--- config.mk ---
export PLATFORM = sky130hd
export DESIGN_NAME = evt2_source_arbiter
export DESIGN_NICKNAME = d
export VERILOG_FILES = /design/src/rtl/evt2_source_arbiter.sv
export SDC_FILE = /design/constraint.sdc
export NUM_CORES = 1
export LEC_CHECK = 0
export ABC_AREA = 1
export CORE_UTILIZATION = 54
export DETAILED_ROUTE_END_ITERATION = 8
export PLACE_DENSITY = 0.95
export SLEW_MARGIN = 20
export SYNTH_ARGS = -nofsm -noshare
export SYNTH_HDL_FRONTEND = slang
export SYNTH_SLANG_ARGS = --single-unit
--- constraint.sdc ---
create_clock -name clk -period 4.3 [get_ports clk]
set_input_delay 0.645 -clock clk [delete_from_list [all_inputs] [get_ports clk]]
set_output_delay 0.645 -clock clk [all_outputs]
set_load 0.02 [all_outputs]
--- src/rtl/evt2_source_arbiter.sv ---
// Two-source arbiter in front of the EVT 2.0 decoder. It keeps a TIME_HIGH shadow for each
// source and re-injects it when the decoder's timestamp context changes to the other source.
module evt2_source_arbiter #(
  parameter int BURST_MAX = 16
) (
  input  logic        clk,
  input  logic        rst_n,
  input  logic [1:0]  cfg_mode,
  input  logic [31:0] s0_data,
  input  logic        s0_valid,
  output logic        s0_ready,
  input  logic [31:0] s1_data,
  input  logic        s1_valid,
  output logic        s1_ready,
  output logic [31:0] m_data,
  output logic        m_valid,
  input  logic        m_ready,
  output logic        active_src,
  output logic        grant_active,
  output logic [15:0] inject_count
);

  localparam int CW = $clog2(BURST_MAX + 1);

  typedef enum logic [1:0] {ST_IDLE, ST_INJECT, ST_GRANT} state_e;

  state_e             state_q, state_d;
  logic               active_src_q, active_src_d;
  logic               last_grant_q, last_grant_d;
  logic [CW-1:0]      burst_cnt_q, burst_cnt_d;
  logic [1:0][27:0]   th_q, th_d;
  logic [1:0]         th_seen_q, th_seen_d;
  logic               ctx_valid_q, ctx_valid_d;
  logic               ctx_src_q, ctx_src_d;
  logic [15:0]        inject_count_q, inject_count_d;

  logic        elig0, elig1, req0, req1, win;
  logic [31:0] sel_data;
  logic        sel_valid;

  always_comb begin
    state_d        = state_q;
    active_src_d   = active_src_q;
    last_grant_d   = last_grant_q;
    burst_cnt_d    = burst_cnt_q;
    th_d           = th_q;
    th_seen_d      = th_seen_q;
    ctx_valid_d    = ctx_valid_q;
    ctx_src_d      = ctx_src_q;
    inject_count_d = inject_count_q;
    m_valid        = 1'b0;
    m_data         = 32'h0;
    s0_ready       = 1'b0;
    s1_ready       = 1'b0;
    win            = 1'b0;

    elig0     = (cfg_mode == 2'b00) || (cfg_mode == 2'b10);
    elig1     = (cfg_mode == 2'b01) || (cfg_mode == 2'b10);
    req0      = elig0 & s0_valid;
    req1      = elig1 & s1_valid;
    sel_data  = active_src_q ? s1_data : s0_data;
    sel_valid = active_src_q ? s1_valid : s0_valid;

    case (state_q)
      ST_IDLE: begin
        if (req0 || req1) begin
          win          = (req0 && req1) ? ~last_grant_q : req1;
          active_src_d = win;
          last_grant_d = win;
          burst_cnt_d  = '0;
          if (th_seen_q[win] && !(ctx_valid_q && (ctx_src_q == win))) begin
            state_d = ST_INJECT;
          end else begin
            state_d     = ST_GRANT;
            ctx_valid_d = 1'b1;
            ctx_src_d   = win;
          end
        end
      end
      ST_INJECT: begin
        m_valid = 1'b1;
        m_data  = {4'h8, th_q[active_src_q]};
        if (m_ready) begin
          ctx_valid_d = 1'b1;
          ctx_src_d   = active_src_q;
          if (inject_count_q != 16'hFFFF) inject_count_d = inject_count_q + 16'd1;
          state_d = ST_GRANT;
        end
      end
      ST_GRANT: begin
        m_valid  = sel_valid;
        m_data   = sel_data;
        s0_ready = ~active_src_q & m_ready & s0_valid;
        s1_ready = active_src_q & m_ready & s1_valid;
        if (sel_valid && m_ready) begin
          if (sel_data[31:28] == 4'h8) begin
            th_d[active_src_q]      = sel_data[27:0];
            th_seen_d[active_src_q] = 1'b1;
          end
          burst_cnt_d = burst_cnt_q + 1'b1;
          if (burst_cnt_q == CW'(BURST_MAX - 1)) state_d = ST_IDLE;
        end else if (!sel_valid) begin
          state_d = ST_IDLE;
        end
      end
      default: state_d = ST_IDLE;
    endcase

    // A reset cycle must not hand a word to the decoder or pop one from a source.
    if (!rst_n) begin
      m_valid  = 1'b0;
      s0_ready = 1'b0;
      s1_ready = 1'b0;
    end
  end

  always_ff @(posedge clk) begin
    if (!rst_n) begin
      state_q        <= ST_IDLE;
      active_src_q   <= 1'b0;
      last_grant_q   <= 1'b1;
      burst_cnt_q    <= '0;
      th_q           <= '0;
      th_seen_q      <= 2'b00;
      ctx_valid_q    <= 1'b0;
      ctx_src_q      <= 1'b0;
      inject_count_q <= 16'h0;
    end else begin
      state_q        <= state_d;
      active_src_q   <= active_src_d;
      last_grant_q   <= last_grant_d;
      burst_cnt_q    <= burst_cnt_d;
      th_q           <= th_d;
      th_seen_q      <= th_seen_d;
      ctx_valid_q    <= ctx_valid_d;
      ctx_src_q      <= ctx_src_d;
      inject_count_q <= inject_count_d;
    end
  end

  assign active_src   = active_src_q;
  assign grant_active = (state_q != ST_IDLE);
  assign inject_count = inject_count_q;

endmodule

==> qor.yml, run 1 <==
antenna_found_initial: 0
start_util_pct: 56.3
die_h_um: 97.8
seq_area_frac_synth_pct: 34.3
clock_latency_ns: 0.36
wl_met2_um: 6140
slew_headroom_pct: 28.3
num_antenna_cells: 0
vias: 5401
worstSetupPathType: "register to primary output"
utilization_pct: 72.5
setup_violations: 0
power_frac_clock_pct: 23.7
reg2reg_to: "th_q[13]"
tns_ns: 0
firstDrtPassIters: 9
clk_path_buf_depth: 2
synth_edf_count: 0
fmax_mhz: 292
synth_cell_types: 28
design_area_um2: 6380
period_needed_ns: 3.42
grt_pass1_wl_um: 21400
drv_cap: 0
synthTopCellsByArea: "dfxtp_1, nand2_1, a21oi_1"
ys_ff_latch: 85
rr_worst_depth: 8
hp-class: "register to register"
place_ws_ns: 1.10
final_common_cell: "nand2_1"
violations: "design-rule violations"
worstHoldStart: "th_seen_q[0]"
min_to: "th_seen_q[0]"
io_pins: 124
synthFlopType: "dfxtp_1"
cts_tree: "done"
rsz0062_at_grt: "false"
yosys.area.top_type: "dfxtp_1"
overflow: 0
viasPerCell: 5.28
p_leak_nw: 2.59
final_cell_mix: "nand2_1, clkdlybuf4s50_1, nor2_1, inv_1, a21oi_1"
reg2reg_setup_slack_ns: 1.15
syn2layout_area_growth_pct: 28.8
drv_slew: 0
arrival_ns: 2.78
finalWirelength_um: 13000
end_kind: "primary output"
cp-start-kind: "register"
drt_iter0_drc: 313
topRoutingLayerUsed: "met4"
cts_setup_buffers: 0
critical_path.max_fanout: 31
core_um2: 8810
fin_crit_sh_pct: 79.6
hold-path-cell-count: 2
vdd_drop_max_mv: 0.353
grt_pass1_vias: 4906
placementRows: 34
synth_fp_nets: 892
grt.total_usage_pct: 27.1
p_per_area_nw_per_um2: 385
crit_required_ns: 3.65
drc: 10
cts_sinks: 85
hold_buffers: 0
finalNetCount: 989
h-tree-depth: 3
placed_area_um2: 6190
drive_above_1_share_pct: 3.83
die-width_um: 97.8
worst_pin_slew_ns: 1.07
gp_congestion: 0.879
grt_max_degree: 65
r2r-start: "active_src"
combPwrFrac_pct: 41.7
cts_resized: 0
ys_warn_count: 0
io_buffers: 123
netlist_area_um2: 4960
avgSynthCellArea_um2: 6.10
p_int_mw: 1.48
hold_violations: 0
cts-root-buf: "clkbuf_8"
clk_pin_slew_worst_paths_ns: 0.08
netSwitchingFraction_pct: 40.0
numCtsBuffers: 9
synth-async-reset-ratio_pct: 0
routedWlPerCell_um: 12.7
dieArea_um2: 9570
seqPwrFrac_pct: 34.6
setup_ws_ns: 0.878
p_sw_uw: 982
synth_top_area_share_pct: 34.3
place_hpwl_um: 8670
ant_nets: 0
wl_met3_um: 871
wl_met1_um: 5680
netlist_instances: 813
skew_ns: 0.0134
outcome: "finished, violations left"
==> per-stage QoR <==
stage          cells  hold WS, ns  total power [mW]
4_1_cts         1022        0.454              2.46
2_1_floorplan    813        0.427              1.51
6_report        1022        0.455              2.46
3_5_place_dp    1007        0.440              1.88
3_3_place_gp    1007        0.439              1.87
5_1_grt         1022        0.483              2.58
==> worst max-delay path by stage <==
| stage | startpoint | to | slack [ns] | depth (start not counted) |
|---|---|---|---|---|
| floorplan | active_src | m_data[0] | 1.82 | 5 |
| global placement | s0_data[31] | th_q[4] | 1.17 | 10 |
| detailed placement | s0_data[31] | th_q[21] | 1.10 | 10 |
| CTS | state_q[1] | m_data[14] | 0.88 | 7 |
| global route | state_q[1] | m_data[19] | 0.68 | 7 |
| finish | state_q[1] | m_data[14] | 0.88 | 7 |
==> cell usage after synthesis (2+ instances only) <==
master,number
buf_2,9
nor2_1,118
nor2_4,2
nand3_1,21
nor3_1,3
a21oi_1,90
ha_1,8
o21ai_1,11
o21ai_0,51
inv_1,104
dfxtp_1,85
nand4_1,18
o32ai_1,12
xnor2_1,3
xor2_1,6
nand2_1,225
buf_6,3
nand2_2,2
buf_1,7
clkbuf_1,27
==> power by group through the flow <==
stage | sequential, mW | clock [mW] | combinational [mW]
2_1_floorplan | 0.871 | 0 | 0.642
3_3_place_gp | 0.867 | 0 | 1.00
3_5_place_dp | 0.868 | 0 | 1.01
4_1_cts | 0.850 | 0.587 | 1.02
5_1_grt | 0.854 | 0.615 | 1.11
6_report | 0.850 | 0.581 | 1.03
==> final cells by class <==
type | count | area (um2)
Sequential cell | 85 | 1700
Fill cell | 707 | 2420
Inverter | 105 | 394
Clock buffer | 10 | 138
Timing Repair Buffer | 133 | 1310
Clock inverter | 5 | 60.1
Tap cell | 108 | 135
Multi-Input combinational cell | 576 | 2650
==> sequential cells by signal (all words and copies together), names as in the netlist <==
name	count
th_q	56
inject_count	16
burst_cnt_q	5
state_q	2
th_seen_q	2
active_src	1
ctx_src_q	1
ctx_valid_q	1
last_grant_q	1
==> cell families (layout without fill, tap and decap cells) <==
logic type,count (synthesis),count (layout),synth area share [%]
simple gates,393,393,32.0
fa+ha+maj,8,8,2.02
xor+xnor,9,9,1.59
flops,85,85,34.3
compound gates,166,166,17.8
buf+inv,152,253,12.3
==> critical path, stage by stage, from the launching register on <==
cell	delay [ns]
dfxtp_1	0.32
inv_1	0.09
ha_1	0.24
inv_1	0.47
a21oi_1	0.30
o21ai_0	0.12
a21oi_1	0.22
clkdlybuf4s50_1	0.64
==> routing by layer <==
metal,vias to the layer above,global-route usage (%)
met5,-,0
met1,2392,33.7
li1,2760,-
met3,30,4.44
met4,0,12.4
met2,219,46.0
No activity file was read; power rests on OpenSTA's default activity.
==> inputs of run 2 (changes only) <==
- CORE_UTILIZATION: 54 -> 45
- PLACE_DENSITY: 0.95 -> 0.86
- clock period: 4.3 -> 2.99 ns (I/O delays scaled with it)
==> qor.yml, run 2 (synthesized netlist as in run 1, its figures left out) <==
grt_use_met1_pct: 33.4
num_antenna_cells: 0
drv_slew: 0
tns_ns: 0
crit_required_ns: 2.54
power_mw: 3.67
core_um2: 10500
design_area_um2: 6560
io_pins: 124
cts_tree: "done"
placementRows: 37
cp-start-kind: "register"
cp_top_family: "buffers and inverters"
finalNetCount: 1000
largest_reg_flops: 56
p_leak_nw: 2.74
drv_cap: 0
die_h_um: 107
worst_pin_slew_ns: 0.489
dp.cells: 1044
end_kind: "primary output"
vias: 5415
grt_max_degree: 58
skew_ns: 0.0111
place_hpwl_um: 9530
placed_area_um2: 6330
clk_pin_slew_worst_paths_ns: 0.09
antenna_found_initial: 0
syn2layout_area_growth_pct: 32.3
final_common_cell: "nand2_1"
p_sw_mw: 1.48
grt.total_usage_pct: 24.8
grt_busiest_layer: "met2"
clock_latency_ns: 0.36
routedWlPerCell_um: 13.1
rsz0062_at_grt: "false"
hp-class: "register to register"
met3_usage_pct: 4.26
fin_cells: 1062
io_buffers: 123
crit_path_top_delay_cell: "clkdlybuf4s50_1"
hold-worst-slack_ns: 0.460
ant_nets: 0
critical_path.max_fanout: 10
p_per_area_nw_per_um2: 559
outcome: "complete, no violations"
slew_headroom_pct: 67.4
hold_violations: 0
path_buf_inv: 3
use_met2_pct: 40.2
finalWirelength_um: 13900
top_register: "th_q"
setup_violations: 0
worstSetupPathType: "register to primary output"
hold_buffers: 0
power_frac_clock_pct: 22.9
reg2reg_setup_slack_ns: 0.88
grt_pass1_wl_um: 23000
drc: 0
fmax_mhz: 343
fin_crit_sh_pct: 97.6
p_int_mw: 2.19
die-width_um: 107
period_needed_ns: 2.92
numCtsBuffers: 9
vdd_drop_max_mv: 0.335
seqPwrFrac_pct: 33.5
final_cell_mix: "nand2_1, nor2_1, clkdlybuf4s50_1, inv_1, a21oi_1"
drt_iter0_drc: 454
cts_sinks: 85
h-tree-depth: 3
viasPerCell: 5.10
overflow: 0
combPwrFrac_pct: 43.6
cts-root-buf: "clkbuf_8"
gp_congestion: 0.870
drive_above_1_share_pct: 5.18
cpPeakStageDelay_ns: 0.65
path_cells: "inv_1, ha_1, nand2_2, buf_4, o32ai_1, clkdlybuf4s50_1"
clk_path_buf_depth: 2
grt_pass1_vias: 4889
firstDrtPassIters: 6
start_util_pct: 47.2
arrival_ns: 2.47
netSwitchingFraction_pct: 40.3
dieArea_um2: 11400
-- run 2: cell types whose count changed in the layout (fill, tap and decap cells not counted), moves of 2 or more --
cell and delta:
clkdlybuf4s50_1 -6, dlymetal6s2s_1 +5, buf_4 +8, clkinvlp_4 +2, buf_12 +3
-- run 2: what timing repair did --
action / 4_1_cts / 5_1_grt
gates cloned: 0 / 0
endpoints found under the setup margin: 2 / 20
resized for setup: 2 / 8
setup buffers: 0 / 2
-- run 2: path summary, 6_finish.rpt --
kind | startpoint | endpoint | depth (start not counted)
hold reg to reg | th_seen_q[1] | th_seen_q[1] | 2
setup reg to reg | active_src | th_q[44] | 9
setup / recovery | state_q[1] | m_data[10] | 6
hold / removal | th_seen_q[1] | th_seen_q[1] | 2
-- run 2: cell type report --
| class | instances | area (um2) |
|---|---|---|
| clock buffer | 10 | 128 |
| clock inverter | 6 | 71.3 |
| fill | 967 | 3950 |
| inverter | 105 | 400 |
| multi-input combinational | 576 | 2650 |
| sequential | 85 | 1700 |
| tap | 136 | 170 |
| timing repair buffer | 144 | 1440 |
-- run 2: stage by stage --
step	utilization, %	worst slack (ns)
2_1_floorplan	-	0.707
3_3_place_gp	60.2	0.338
3_5_place_dp	60.2	0.367
4_1_cts	62.1	0.0475
5_1_grt	62.4	0.00737
6_report	62.4	0.0712
-- run 2: power groups by stage --
stage / clock network (mW) / logic, mW / registers (mW)
global route: 0.898 / 1.74 / 1.23
global placement: 0 / 1.53 / 1.25
detailed placement: 0 / 1.54 / 1.25
finish: 0.840 / 1.60 / 1.23
floorplan: 0 / 0.923 / 1.25
CTS: 0.852 / 1.55 / 1.23
-- run 2: tightest hold or removal path: cells and delay by family, from the launching register on --
kind                   cells  cell delay (ns)
buffers and inverters      1             0.05
AOI/OAI and AO/OA          1             0.05
DFF                        1             0.32
-- run 2: metal layers --
layer  share of wire (%)  routed length [um]
met5                   0                   0
met2                  46                6350
met4                 1.8                 256
met1                  46                6360
met3                 6.8                 951
